**src/rtl/mem_init_pkg.sv**
```systemverilog
// Shared types and default widths for the memory burst initiator.
package mem_init_pkg;
  typedef enum logic [1:0] {IDLE, WRITE, READ, DRAIN} state_t;

  localparam int DEF_DATA_WIDTH = 32;
  localparam int DEF_ADDR_WIDTH = 4;
  localparam int DEF_LEN_WIDTH  = 4;
endpackage

```
**src/rtl/mem_burst_initiator.sv**
```systemverilog
// Burst initiator for a single-port memory: accepts write/read burst commands,
// issues one beat per cycle and returns read data as an unbackpressured stream.
module mem_burst_initiator
  import mem_init_pkg::*;
#(
  parameter int DATA_WIDTH = DEF_DATA_WIDTH,
  parameter int ADDR_WIDTH = DEF_ADDR_WIDTH,
  parameter int LEN_WIDTH  = DEF_LEN_WIDTH
) (
  input  logic                  clk,
  input  logic                  reset_n,
  input  logic                  cmd_valid,
  output logic                  cmd_ready,
  input  logic                  cmd_write,
  input  logic [ADDR_WIDTH-1:0] cmd_addr,
  input  logic [LEN_WIDTH-1:0]  cmd_len,
  input  logic                  wdata_valid,
  output logic                  wdata_ready,
  input  logic [DATA_WIDTH-1:0] wdata,
  output logic                  rdata_valid,
  output logic [DATA_WIDTH-1:0] rdata,
  output logic                  rdata_last,
  output logic                  cmd_done,
  output logic                  err_missing,
  output logic                  mem_write_en,
  output logic                  mem_read_en,
  output logic [ADDR_WIDTH-1:0] mem_address,
  output logic [DATA_WIDTH-1:0] mem_data_in,
  input  logic [DATA_WIDTH-1:0] mem_data_out,
  input  logic                  mem_valid_out
);

  state_t                state_q;
  logic [ADDR_WIDTH-1:0] addr_cnt_q;
  logic [LEN_WIDTH-1:0]  beat_cnt_q;
  logic                  cmd_ready_q, wdata_ready_q;
  logic                  rd_last_q, pend_q, pend_last_q;
  logic                  rdata_valid_q, rdata_last_q, cmd_done_q, err_q;
  logic [DATA_WIDTH-1:0] rdata_q;
  logic                  mem_write_en_q, mem_read_en_q;
  logic [ADDR_WIDTH-1:0] mem_address_q;
  logic [DATA_WIDTH-1:0] mem_data_in_q;

  logic wbeat_d, last_beat_d;
  assign wbeat_d     = (state_q == WRITE) && wdata_valid && wdata_ready_q;
  assign last_beat_d = (beat_cnt_q == '0);

  always_ff @(posedge clk or negedge reset_n) begin
    if (!reset_n) begin
      state_q        <= IDLE;
      addr_cnt_q     <= '0;
      beat_cnt_q     <= '0;
      cmd_ready_q    <= 1'b0;
      wdata_ready_q  <= 1'b0;
      rd_last_q      <= 1'b0;
      pend_q         <= 1'b0;
      pend_last_q    <= 1'b0;
      rdata_valid_q  <= 1'b0;
      rdata_last_q   <= 1'b0;
      rdata_q        <= '0;
      cmd_done_q     <= 1'b0;
      err_q          <= 1'b0;
      mem_write_en_q <= 1'b0;
      mem_read_en_q  <= 1'b0;
      mem_address_q  <= '0;
      mem_data_in_q  <= '0;
    end else begin
      mem_write_en_q <= 1'b0;
      mem_read_en_q  <= 1'b0;
      rd_last_q      <= 1'b0;
      rdata_valid_q  <= 1'b0;
      rdata_last_q   <= 1'b0;
      cmd_done_q     <= 1'b0;

      // Response stage: each issued read is expected back one cycle later.
      // A missing response still retires the beat so the burst can finish.
      pend_q      <= mem_read_en_q;
      pend_last_q <= rd_last_q;
      if (pend_q) begin
        if (mem_valid_out) begin
          rdata_valid_q <= 1'b1;
          rdata_q       <= mem_data_out;
          rdata_last_q  <= pend_last_q;
        end else begin
          err_q <= 1'b1;
        end
        cmd_done_q <= pend_last_q;
      end

      case (state_q)
        IDLE: begin
          cmd_ready_q <= 1'b1;
          if (cmd_valid && cmd_ready_q) begin
            cmd_ready_q <= 1'b0;
            addr_cnt_q  <= cmd_addr;
            beat_cnt_q  <= cmd_len;
            if (cmd_write) begin
              state_q       <= WRITE;
              wdata_ready_q <= 1'b1;
            end else begin
              state_q <= READ;
            end
          end
        end
        WRITE: begin
          if (wbeat_d) begin
            mem_write_en_q <= 1'b1;
            mem_address_q  <= addr_cnt_q;
            mem_data_in_q  <= wdata;
            addr_cnt_q     <= addr_cnt_q + ADDR_WIDTH'(1);
            beat_cnt_q     <= beat_cnt_q - LEN_WIDTH'(1);
            if (last_beat_d) begin
              state_q       <= IDLE;
              cmd_done_q    <= 1'b1;
              cmd_ready_q   <= 1'b1;
              wdata_ready_q <= 1'b0;
            end
          end
        end
        READ: begin
          mem_read_en_q <= 1'b1;
          mem_address_q <= addr_cnt_q;
          rd_last_q     <= last_beat_d;
          addr_cnt_q    <= addr_cnt_q + ADDR_WIDTH'(1);
          beat_cnt_q    <= beat_cnt_q - LEN_WIDTH'(1);
          if (last_beat_d) state_q <= DRAIN;
        end
        DRAIN: begin
          if (!pend_q && !mem_read_en_q) begin
            state_q     <= IDLE;
            cmd_ready_q <= 1'b1;
          end
        end
        default: state_q <= IDLE;
      endcase
    end
  end

  assign cmd_ready    = cmd_ready_q;
  assign wdata_ready  = wdata_ready_q;
  assign rdata_valid  = rdata_valid_q;
  assign rdata        = rdata_q;
  assign rdata_last   = rdata_last_q;
  assign cmd_done     = cmd_done_q;
  assign err_missing  = err_q;
  assign mem_write_en = mem_write_en_q;
  assign mem_read_en  = mem_read_en_q;
  assign mem_address  = mem_address_q;
  assign mem_data_in  = mem_data_in_q;

endmodule
```
**config.mk**
```make
export PLATFORM = sky130hd
export DESIGN_NAME = mem_burst_initiator
export DESIGN_NICKNAME = d
export VERILOG_FILES = /design/src/rtl/mem_init_pkg.sv /design/src/rtl/mem_burst_initiator.sv
export SDC_FILE = /design/constraint.sdc
export NUM_CORES = 1
export LEC_CHECK = 0
export CAP_MARGIN = 20
export CORE_MARGIN = 5
export CORE_UTILIZATION = 38
export DETAILED_ROUTE_END_ITERATION = 7
export GPL_ROUTABILITY_DRIVEN = 0
export HOLD_SLACK_MARGIN = 0.06
export PLACE_DENSITY = 0.86
export SLEW_MARGIN = 15
export SYNTH_ARGS = -nofsm -noshare
export SYNTH_HDL_FRONTEND = slang
export SYNTH_SLANG_ARGS = --single-unit
```
**constraint.sdc**
```tcl
create_clock -name clk -period 1.8 [get_ports clk]
set_input_delay 0.27 -clock clk [delete_from_list [all_inputs] [get_ports clk]]
set_output_delay 0.27 -clock clk [all_outputs]
set_load 0.005 [all_outputs]
```
==> summary.txt <==
Status
  • Status: finished clean

Floorplanning
  • Die width: 107.0 µm
  • Die Span Y: 107.0 µm
  • Initial core utilization: 38.84%
  • Die ar.: 11440 µm²
  • Rows: 35
  • IO Count: 154
  • Total core area: 9196 µm²

CTS
  • Setup Buffers After CTS: 0
  • CTS tree: yes
  • Reg clk slew, reported paths: 0.09 ns
  • Skew-Pair Late Insertion Delay: 0.35 ns
  • TritonCTS buffer count: 9
  • # clock sinks: 89
  • CTS H-tree depth: 3
  • Clock root cell: clkbuf_8
  • Clk buf depth: 2

Finish
  • Post-route cell area: 5529 µm²
  • Ant. Diodes: 0
  • Layout area overhead: 54.78%
  • Commonest non-fill, non-tap cell in the layout: clkdlybuf4s50_1
  • Most frequent cells in the layout: 152 x clkdlybuf4s50_1, 89 x dfrtp_1, 66 x mux2_2, 10 x clkbuf_8
  • Final nets: 495
  • Layout cells sized above 1: 23.32%

Min path
  • Hold Crit Class: flip-flop to flip-flop
  • Hold path depth: 0

Detailed routing
  • Routed WL: 8723 µm
  • TritonRoute pass-1 iters: 4
  • Routed vias/inst: 4.873
  • Via count: 2568
  • DRT iter0 DRCs: 168
  • Post-route DRC: 0
  • Post-DR wirelength/cell: 16.55 µm
  • Post-DRT Antenna Nets: 0

Placed design
  • IO buf count: 153
  • Hpwl dp: 6650 µm
  • Post-DP Area: 5300 µm²

Critical path
  • Worst Setup Start Kind: flip-flop
  • CP Depth: 5
  • CP max stage delay: 0.43 ns
  • Largest fanout on the critical path: 25
  • Crit-path slowest cell: dfrtp_1
  • Arr. time, crit path: 1.95 ns
  • Crit path required time: 2.02 ns
  • CP Class: flip-flop to flip-flop
  • CP Cell Sequence: inv_1, ha_2, and3_2, buf_12, mux2_2
  • FF-to-FF path depth: 5
  • CP delay by family, top: flip-flops
  • CP Buf/Inv Count: 2
  • Endpoint type of the worst setup path: flip-flop

Synthesis
  • Yosys warns: 0
  • Dominant synthesized flop cell: dfrtp_1
  • Post-synth EDFFs: 0
  • Seq cells post-synth: 89
  • Net Count, Synth: 331
  • Register area share after synthesis: 62.35%
  • Netlist cell types: 34
  • Post-Synthesis Cells: 247
  • Mean cell area of the mapped netlist: 14.46 µm²
  • Ys async rst share: 100.0%
  • Post-Syn Area: 3572 µm²

Power and ir drop
  • Peak supply drop: 0.0007920 V
  • Leakage power: 2.351 nW
  • PwrDens: 1655 nW/µm²

Global route
  • Vias in the first global route: 2837
  • Pin count of the biggest net entering global routing: 35
  • Total GRT Usage: 15.63%
  • Antenna violations before repair: 0
  • First-pass GRT wire length: 14170 µm
  • GRT overflow: 0

Timing
  • Final setup fails: 0
  • RSZ-0062 raised after global routing: yes
  • Slew @ Worst Pin: 0.4824 ns
  • Minimum clock period after layout: 1.730 ns
  • F_max: 578.1 MHz
  • Clk_skew: 0.01385 ns
  • Crit share post-route: 96.10%
  • Post-route setup TNS: 0 ns
  • Final Max Slew Viols: 0
  • Endpoints failing hold: 0
  • Slew margin rel.: 67.84%

Run
  • MaxCap Viol Count: 0
final cells by class:
| type | instances | area (µm²) |
|---|---|---|
| repair buffers | 163 | 1657 |
| clock buffers | 10 | 137.6 |
| multi-input cells | 139 | 1262 |
| clock inverters | 6 | 72.57 |
| well taps | 111 | 138.9 |
| fillers | 730 | 3667 |
| inverters | 9 | 33.78 |
| flip-flops and latches | 89 | 2227 |
power by group:
group | switching (mW) | total, mW | internal, mW
combinational | 1.47 | 4.21 | 2.74
clock | 0.740 | 1.44 | 0.698
sequential | 0.546 | 3.50 | 2.96
Yosys cell counts, drive strengths merged (2+ instances only):
cell type	number	share of area, %
a22o	2	0.49
o211ai	2	0.42
o21ai	9	1.3
clkbuf	2	0.21
mux2	70	22
dfrtp	89	62
buf	8	1.4
nand4	2	0.35
nand2	9	0.95
mux2i	2	0.56
a21o	2	0.42
a21oi	3	0.42
nor2	7	0.74
nand4b	2	0.49
ha	6	2.1
nor4	2	0.35
nand3b	5	1.1
a211oi	2	0.42
and3	2	0.35
inv	9	0.95
per-stage QoR:
step | hold slack, ns | worst slack (ns) | power [mW] | util [%] | instances
after floorplan | -0.02559 | 0.1168 | 5.392 | - | 247
after global placement | 0.2547 | 0.04011 | 7.609 | 57.63 | 510
after detailed placement | 0.2612 | -0.04527 | 7.807 | 57.63 | 510
after CTS | 0.3591 | 0.06302 | 9.292 | 60.07 | 527
after global routing | 0.3703 | -0.02516 | 9.792 | 60.12 | 527
final | 0.3599 | 0.07017 | 9.152 | 60.12 | 527
state kept, by name (all words and copies together), names as in the netlist:
register      count
mem_data_in      32
pend_last_q       1
err_missing       1
rdata_last        1
pend_q            1
mem_address       4
cmd_done          1
beat_cnt_q        4
state_q           2
mem_write_en      1
wdata_ready       1
rdata_valid       1
addr_cnt_q        4
rdata            32
mem_read_en       1
cmd_ready         1
rd_last_q         1
per-layer routing:
metal	share of wire, %	global-route usage [%]
met2	50	26.89
met1	39	18.18
met3	8.3	5.117
met5	0	0
met4	2.4	5.753
repair_timing:
item                                    4_1_cts  5_1_grt
hold buffers                                  1        0
endpoints found under the setup margin       36       18
endpoints found under the hold margin        32        0
resized for setup                             2        1
final timing paths:
check,from,to,slack (ns)
worst max register to register,state_q[1],mem_data_in[25],0.07
worst min-delay path,rd_last_q,pend_last_q,0.36
max in group asynchronous,reset_n,rdata_valid,0.84
worst max-delay path,state_q[1],mem_data_in[25],0.07
worst min register to register,rd_last_q,pend_last_q,0.36
min in group asynchronous,reset_n,mem_data_in[16],0.43
cells by family after synthesis:
family / after synthesis / share of synthesized area, %
fa+ha+maj: 6 / 2.102
flops: 89 / 62.35
simple gates: 35 / 5.359
compound gates: 26 / 5.008
mux: 72 / 22.63
buf+inv: 19 / 2.557
(Power assumes the default switching activity.)
